### src/rtl/wb_stage_pkg.sv
// Shared core definitions for the write-back stage: result-source encodings,
// load funct3 codes and FSM state encoding.
package wb_stage_pkg;

    typedef enum logic [1:0] {
        WB_ALU  = 2'b00,
        WB_LOAD = 2'b01,
        WB_PC4  = 2'b10,
        WB_RSVD = 2'b11
    } wb_sel_e;

    localparam logic [2:0] F3_LB  = 3'b000;
    localparam logic [2:0] F3_LH  = 3'b001;
    localparam logic [2:0] F3_LW  = 3'b010;
    localparam logic [2:0] F3_LBU = 3'b100;
    localparam logic [2:0] F3_LHU = 3'b101;

    typedef enum logic [1:0] {
        S_IDLE      = 2'b00,
        S_WAIT_LOAD = 2'b01,
        S_COMMIT    = 2'b10
    } state_e;

endpackage

### src/rtl/wb_stage_load_align.sv
// Combinational load formatter: picks the byte/halfword lane from the raw
// memory word and sign- or zero-extends it according to funct3.
module load_align
    import wb_stage_pkg::*;
#(
    parameter int unsigned XLEN = 32
) (
    input  logic [XLEN-1:0] rdata,
    input  logic [1:0]      offset,
    input  logic [2:0]      funct3,
    output logic [XLEN-1:0] data
);

    logic [7:0]  byte_lane;
    logic [15:0] half_lane;

    always_comb begin
        byte_lane = rdata[8*offset +: 8];
        // Halfword lane ignores offset[0]; misaligned halves are not split.
        half_lane = rdata[16*offset[1] +: 16];
        case (funct3)
            F3_LB:   data = {{(XLEN-8){byte_lane[7]}}, byte_lane};
            F3_LBU:  data = {{(XLEN-8){1'b0}}, byte_lane};
            F3_LH:   data = {{(XLEN-16){half_lane[15]}}, half_lane};
            F3_LHU:  data = {{(XLEN-16){1'b0}}, half_lane};
            F3_LW:   data = rdata;
            default: data = '0;
        endcase
    end

endmodule

### src/rtl/wb_stage.sv
// Write-back stage: accepts instructions from MEM, waits for load data when
// needed, and drives a one-cycle register-file write plus a retire counter.
module wb_stage
    import wb_stage_pkg::*;
#(
    parameter int unsigned XLEN = 32
) (
    input  logic            clk,
    input  logic            rst_n,
    input  logic            mem_valid,
    output logic            mem_ready,
    input  logic [4:0]      mem_rd,
    input  logic            mem_reg_write,
    input  logic [1:0]      mem_wb_sel,
    input  logic [XLEN-1:0] mem_alu_result,
    input  logic [XLEN-1:0] mem_pc_plus4,
    input  logic [2:0]      mem_funct3,
    input  logic            dmem_rvalid,
    input  logic [XLEN-1:0] dmem_rdata,
    output logic [4:0]      rd,
    output logic [XLEN-1:0] wb_data,
    output logic            wb_reg_write,
    output logic [31:0]     instret
);

    state_e          state;
    logic [4:0]      pend_rd;
    logic            pend_we;
    logic [2:0]      pend_funct3;
    logic [1:0]      pend_offset;
    logic            accept;
    logic [XLEN-1:0] direct_data;
    logic [XLEN-1:0] load_data;

    assign mem_ready = (state != S_WAIT_LOAD);
    assign accept    = mem_valid && mem_ready;

    always_comb begin
        case (mem_wb_sel)
            WB_ALU:  direct_data = mem_alu_result;
            WB_PC4:  direct_data = mem_pc_plus4;
            default: direct_data = '0;
        endcase
    end

    load_align #(.XLEN(XLEN)) u_load_align (
        .rdata  (dmem_rdata),
        .offset (pend_offset),
        .funct3 (pend_funct3),
        .data   (load_data)
    );

    always_ff @(posedge clk or negedge rst_n) begin
        if (!rst_n) begin
            state        <= S_IDLE;
            rd           <= '0;
            wb_data      <= '0;
            wb_reg_write <= 1'b0;
            instret      <= '0;
            pend_rd      <= '0;
            pend_we      <= 1'b0;
            pend_funct3  <= '0;
            pend_offset  <= '0;
        end else begin
            wb_reg_write <= 1'b0;
            if (state == S_COMMIT) begin
                instret <= instret + 32'd1;
            end
            case (state)
                S_WAIT_LOAD: begin
                    if (dmem_rvalid) begin
                        rd           <= pend_rd;
                        wb_data      <= load_data;
                        wb_reg_write <= pend_we && (pend_rd != '0);
                        state        <= S_COMMIT;
                    end
                end
                default: begin
                    // IDLE and COMMIT behave alike: take a new instruction or idle.
                    if (accept) begin
                        if (mem_wb_sel == WB_LOAD) begin
                            pend_rd     <= mem_rd;
                            pend_we     <= mem_reg_write;
                            pend_funct3 <= mem_funct3;
                            pend_offset <= mem_alu_result[1:0];
                            state       <= S_WAIT_LOAD;
                        end else begin
                            rd           <= mem_rd;
                            wb_data      <= direct_data;
                            wb_reg_write <= mem_reg_write && (mem_rd != '0);
                            state        <= S_COMMIT;
                        end
                    end else begin
                        state <= S_IDLE;
                    end
                end
            endcase
        end
    end

endmodule
### config.mk
export PLATFORM = sky130hd
export DESIGN_NAME = wb_stage
export DESIGN_NICKNAME = d
export VERILOG_FILES = /design/src/rtl/wb_stage_pkg.sv /design/src/rtl/wb_stage_load_align.sv /design/src/rtl/wb_stage.sv
export SDC_FILE = /design/constraint.sdc
export NUM_CORES = 1
export LEC_CHECK = 0
export ABC_AREA = 1
export CAP_MARGIN = 15
export CORE_MARGIN = 2
export CORE_UTILIZATION = 47
export CTS_CLUSTER_SIZE = 24
export DETAILED_ROUTE_END_ITERATION = 10
export GPL_TIMING_DRIVEN = 0
export PLACE_DENSITY = 0.82
export SETUP_SLACK_MARGIN = 0.1
export SYNTH_ARGS = -nofsm -noshare
export SYNTH_HDL_FRONTEND = slang
export SYNTH_SLANG_ARGS = --single-unit
### constraint.sdc
create_clock -name clk -period 1.64 [get_ports clk]
set_input_delay 0.492 -clock clk [delete_from_list [all_inputs] [get_ports clk]]
set_output_delay 0.492 -clock clk [all_outputs]
set_load 0.03 [all_outputs]
==> results of run 1 <==
-- layout make-up --
type | count | area (um2)
multi-input combinational | 639 | 3203
fill | 895 | 2920
sequential | 83 | 2091
timing repair buffer | 204 | 1943
buffer | 41 | 327.8
inverter | 70 | 270.3
clock buffer | 12 | 236.5
tap | 143 | 178.9
clock inverter | 4 | 98.84
antenna | 1 | 2.502
-- worst max-delay path, cell delays in order, from the launching register on --
cell and delay [ps]:
dfrtp_1 430, nand2_4 90, buf_6 130, o211ai_1 150, nand2_4 140, buf_12 190
clkbuf_16 170, nor2_4 130, a31oi_4 40
-- metrics by stage --
| stage | setup slack [ps] | utilization [%] |
|---|---|---|
| global placement | -3223 | 65.31 |
| finish | 27.79 | 74.09 |
| global route | -86.57 | 74.07 |
| detailed placement | -648.5 | 65.53 |
| CTS | -50.83 | 68.96 |
| floorplan | 109.9 | - |
-- cells by family (layout without fill, tap and decap cells) --
| logic type | Yosys count | count (layout) | share of synthesized area (%) |
|---|---|---|---|
| AND/OR/NAND/NOR | 560 | 561 | 43.45 |
| buffers and inverters | 112 | 331 | 8.704 |
| flip-flops | 83 | 83 | 38.63 |
| AO/OA/AOI/OAI | 57 | 57 | 5.679 |
| XOR/XNOR | 19 | 19 | 3.095 |
| adder cells (fa/ha/maj) | 1 | 1 | 0.2327 |
| multiplexers | 1 | 1 | 0.2094 |
| other | 0 | 1 | 0 |
-- synthesized netlist by cell type --
cell | instances | area share (%)
and2_1 | 1 | 0.12
nand3b_1 | 3 | 0.42
xnor2_1 | 7 | 1.1
nor2_4 | 2 | 0.42
dfrtp_1 | 83 | 39
clkbuf_1 | 16 | 1.1
buf_6 | 1 | 0.21
buf_1 | 3 | 0.21
nor4_1 | 1 | 0.12
a21oi_1 | 31 | 2.9
nor2_2 | 5 | 0.58
nand4_1 | 8 | 0.93
inv_4 | 1 | 0.12
nand2_2 | 3 | 0.35
inv_1 | 67 | 4.7
nand3_4 | 1 | 0.33
inv_2 | 2 | 0.14
nor2_1 | 84 | 5.9
o31ai_1 | 1 | 0.14
o211ai_1 | 1 | 0.14
nor3_1 | 5 | 0.47
buf_4 | 4 | 0.56
nor3_2 | 1 | 0.19
xor2_1 | 12 | 2.0
nand2_1 | 337 | 24
buf_2 | 18 | 1.7
mux2_2 | 1 | 0.21
nand3_1 | 109 | 10
a31oi_1 | 12 | 1.4
ha_1 | 1 | 0.23
o21ai_0 | 12 | 1.1
-- path summary, 6_finish.rpt --
path                                  from             end  slack (ps)
worst max-delay path              state[0]      wb_data[4]          30
max in group asynchronous            rst_n  pend_funct3[0]        1000
worst max register to register    state[0]      wb_data[4]          30
worst min register to register  instret[2]      instret[2]         500
worst min-delay path                 rst_n      instret[5]          40
min in group clk                instret[2]      instret[2]         500
-- where the power goes --
group,switching [W],internal [W]
combinational,0.00164,0.00119
sequential,0.000307,0.00237
clock,0.000848,0.00150
-- per-layer routing --
layer  GRT usage (%)  vias up  part of all wire (%)
met3           7.381       60                   8.6
li1                -     3066                     -
met1           33.10     2961                    37
met2           51.17      303                    51
met5               0        -                     0
met4           13.42        0                   4.0
-- sequential cells by signal, summed over array words and instances (netlist names) --
signal,flops
wb_reg_write,1
instret,32
pend_offset,2
pend_funct3,3
pend_we,1
rd,5
state,2
wb_data,32
pend_rd,5
-- what timing repair did --
action                                  in CTS  in global routing
setup buffers                                7                 10
pin swaps                                    3                 22
resized for setup                          326                137
endpoints found under the hold margin        0                  0
gates cloned                                 1                  6
endpoints found under the setup margin     116                 71
==> flow_metrics.tcl, run 1 <==
set metrics [dict create \
    skew_ps 4.232 \
    dpl_cell_area_mm2 0.007387 \
    end_kind "flop" \
    drive_gt1_share_pct 22.32 \
    die_w_um 111.0 \
    whs_ps 38.19 \
    maxCapViolCount 0 \
    cts-root-buf "clkbuf_16" \
    r2r_cells 8 \
    holdCritPathClass "in -> async" \
    synthCells 833 \
    synth_nets 945 \
    seq_area_frac_synth_pct 38.63 \
    drtAntennaViolNets 0 \
    core_area_mm2 0.01127 \
    layout_min_cycle_time_ps 1612 \
    synth_cell_types 31 \
    drt_iter0_markers 474 \
    num_vias 6390 \
    worst_ep_required_time_ps 1850 \
    grt-ovfl-total 0 \
    dp_hpwl_mm 13.24 \
    worstSetupStartpointType "flop" \
    setup_violations 0 \
    crit_type "reg -> reg" \
    rows 39 \
    power.leakage_nw 4.081 \
    antenna_found_initial 0 \
    clock_path_buffers 2 \
    drcViolationCount 0 \
    numClockSinks 83 \
    first_global_vias 6084 \
    grt_max_degree 63 \
    grt_pass1_wl_mm 28.62 \
    slew_violations 0 \
    fin_tns_setup_ps 0 \
    die_y_um 111.0 \
    fin_area_mm2 0.008352 \
    worst-path-max-fanout 8 \
    design.die.area_mm2 0.01231 \
    fmax_mhz 620.3 \
    power_w 0.007849 \
    synth_area_per_cell_um2 6.454 \
    final_common_cell "nand2_1" \
    place.gp.congestion 0.9352 \
    clk_latency_ps 340 \
    initial_core_util_pct 47.70 \
    dr.pass1.iters 7 \
    hold_buffers 0 \
    via_per_inst 5.338 \
    pin_count 182 \
    layout_common_cells "327 x nand2_1, 105 x nand3_1, 103 x clkdlybuf4s50_1, 72 x dfrtp_1, 63 x inv_1" \
    synth_seq_cells 83 \
    h-tree-depth 3 \
    instances_no_fill 1197 \
    arrival_ps 1830 \
    timing.final.crit_share_pct 98.31 \
    hold_viol 0 \
    synth_area_mm2 0.005376 \
    place_inst 1157 \
    nets 1160 \
    peakVddDrop_v 0.0007302 \
    tightest_slew_ps 510.9 \
    cts_tree "built" \
    synthToLayoutAreaGrowth_pct 55.34 \
    wl_mm 19.13 \
    rsz0062_at_grt "yes" \
    slew_headroom_pct 65.94 \
    cts_made_buffers 9 \
    clk_pin_slew_worst_paths_ps 60 \
    p_per_area_mw_per_mm2 939.8 \
    status "finished, final reports clean" \
    io_buffer_count 180 \
    grt.total_usage_pct 29.07 \
    yosys_warnings 0 \
    wl_per_cell_um 15.98 \
]
Note: power is estimated with default switching activity, not from simulation.
==> inputs of run 2 (changes only) <==
- CORE_UTILIZATION: 47 -> 45
- PLACE_DENSITY: 0.82 -> 0.79
==> run 2 against run 1 <==
Compared with the run above:
- combinational power shrank 2%
- sequential cell count is the same
- cell area shrank 2.7%
- register-to-register slack is essentially flat
- global-route usage shrank 0.56 points
- first-iteration DRC count shrank 22%
- worst hold slack gained 110 ps
- clock power shrank 8%
- setup slack gained 7.6 ps
- total power shrank 3.2%
- cell count shrank 0.25%
- highest routed layer unchanged
==> flow_metrics.tcl, run 2 (synthesis results as in run 1) <==
set metrics [dict create \
    status "finished, final reports clean" \
    dr.pass1.iters 7 \
    cts_made_buffers 9 \
    wl_mm 18.45 \
    clk_latency_ps 350 \
    die_w_um 113.3 \
    hold_viol 0 \
    p_sw_w 0.002830 \
    die_y_um 113.3 \
    arrival_ps 1110 \
    io_buffer_count 180 \
    drtAntennaViolNets 0 \
    pin_count 182 \
    holdCritPathClass "in -> async" \
    dp_hpwl_mm 13.59 \
    worst_ep_required_time_ps 1150 \
    slew_violations 0 \
    place.gp.congestion 0.9214 \
    p_per_area_mw_per_mm2 934.9 \
    rsz0062_at_grt "yes" \
    place_ws_ps -768.6 \
    swShare_pct 37.24 \
    layout_min_cycle_time_ps 1605 \
    cts-root-buf "clkbuf_16" \
    r2r-end "wb_data[4]" \
    timing.final.crit_share_pct 97.84 \
    initial_core_util_pct 46.69 \
    peakVddDrop_v 0.0005051 \
    power_frac_clock_pct 28.4 \
    end_kind "primary output" \
    setup_slack_ps 35.35 \
    reg_top3 "instret (32), wb_data (32)" \
    tightest_slew_ps 570.2 \
    design.die.area_mm2 0.01284 \
    intPower_w 0.004770 \
    layout_common_cells "326 x nand2_1, 105 x nand3_1, 104 x clkdlybuf4s50_1, 71 x dfrtp_1, 65 x inv_1" \
    fin_tns_setup_ps 0 \
    via_per_inst 5.233 \
    final_common_cell "nand2_1" \
    fmax_mhz 623.2 \
    clock_path_buffers 2 \
    wl_per_cell_um 15.45 \
    grt_pass1_wl_mm 28.66 \
    maxCapViolCount 0 \
    skew_ps 7.516 \
    cts_tree "built" \
    core_area_mm2 0.01152 \
    pwr-share-seq_pct 35.1 \
    power.leakage_nw 4.004 \
    rows 39 \
    h-tree-depth 3 \
    antenna_found_initial 1 \
    setup_violations 0 \
    slew_headroom_pct 61.99 \
    grt-ovfl-total 0 \
    numClockSinks 83 \
    power_frac_comb_pct 36.5 \
    drcViolationCount 0 \
    drive_gt1_share_pct 22.95 \
    r2r_cells 9 \
    num_vias 6248 \
    grt.total_usage_pct 28.51 \
    worst-path-max-fanout 3 \
    grt_max_degree 43 \
    reg2reg_setup_slack_ps 40 \
    synthToLayoutAreaGrowth_pct 51.20 \
    n_fill_cell 994 \
    first_global_vias 5962 \
    crit_type "reg -> out" \
    nets 1157 \
    whs_ps 145.0 \
    clk_pin_slew_worst_paths_ps 60 \
    drt_iter0_markers 370 \
    hold_buffers 0 \
    worstSetupStartpointType "flop" \
    r2r-start "state[1]" \
]
==> run 2: what timing repair did <==
item | CTS | global route
endpoints found under the setup margin | 116 | 85
gates resized for setup | 353 | 152
pin swaps | 7 | 17
setup buffers | 8 | 9
gates cloned | 3 | 1
==> run 2: critical path, cell delays in order, from the launching register on <==
cell,delay [ps]
dfrtp_2,440
nand2_4,100
buf_8,110
buf_6,120
==> run 2: worst max-delay path by stage <==
stage,cells after the start,slack (ps),start,end
3_3_place_gp,1,-3290,rst_n,instret[1]
6_report,3,40,state[0],mem_ready
3_5_place_dp,9,-770,mem_wb_sel[0],wb_data[8]
2_1_floorplan,9,110,instret[6],instret[23]
4_1_cts,5,-70,state[1],mem_ready
5_1_grt,8,-1,state[0],wb_data[1]
==> run 2: routing by layer <==
layer	wire [um]	track usage (%)	vias to the layer above	part of all wire [%]
li1	-	-	3055	-
met1	7066	32.82	2872	38
met2	9234	51.46	280	50
met3	1613	6.213	41	8.7
met4	538	11.22	0	2.9
met5	0	0	-	0
==> run 2: through the flow <==
stage / cells / instance area (um2) / power, W / utilization, %
floorplan: 833 / 5381 / 0.004050 / -
global placement: 1156 / 7362 / 0.005157 / 63.93
detailed placement: 1157 / 7380 / 0.005197 / 64.08
CTS: 1184 / 7863 / 0.007380 / 68.27
global route: 1194 / 8129 / 0.007962 / 70.59
finish: 1194 / 8129 / 0.007600 / 70.59
==> run 2: area by class of cell <==
type	count	area (um2)	share of cell area, %
Antenna cell	1	2.502	0.03078
Buffer	41	322.8	3.971
Clock buffer	11	252.7	3.109
Clock inverter	5	60.06	0.7388
Inverter	70	267.8	3.294
Multi-Input combinational cell	638	3196	39.31
Sequential cell	83	2092	25.73
Tap cell	143	178.9	2.201
Timing Repair Buffer	202	1757	21.61
==> run 2: power groups by stage <==
stage          logic [W]  clock network, W  registers [W]
6_report         0.00278           0.00216        0.00267
2_1_floorplan   0.000950                 0        0.00310
4_1_cts          0.00260           0.00217        0.00261
3_5_place_dp     0.00257                 0        0.00263
3_3_place_gp     0.00253                 0        0.00263
5_1_grt          0.00298           0.00227        0.00270
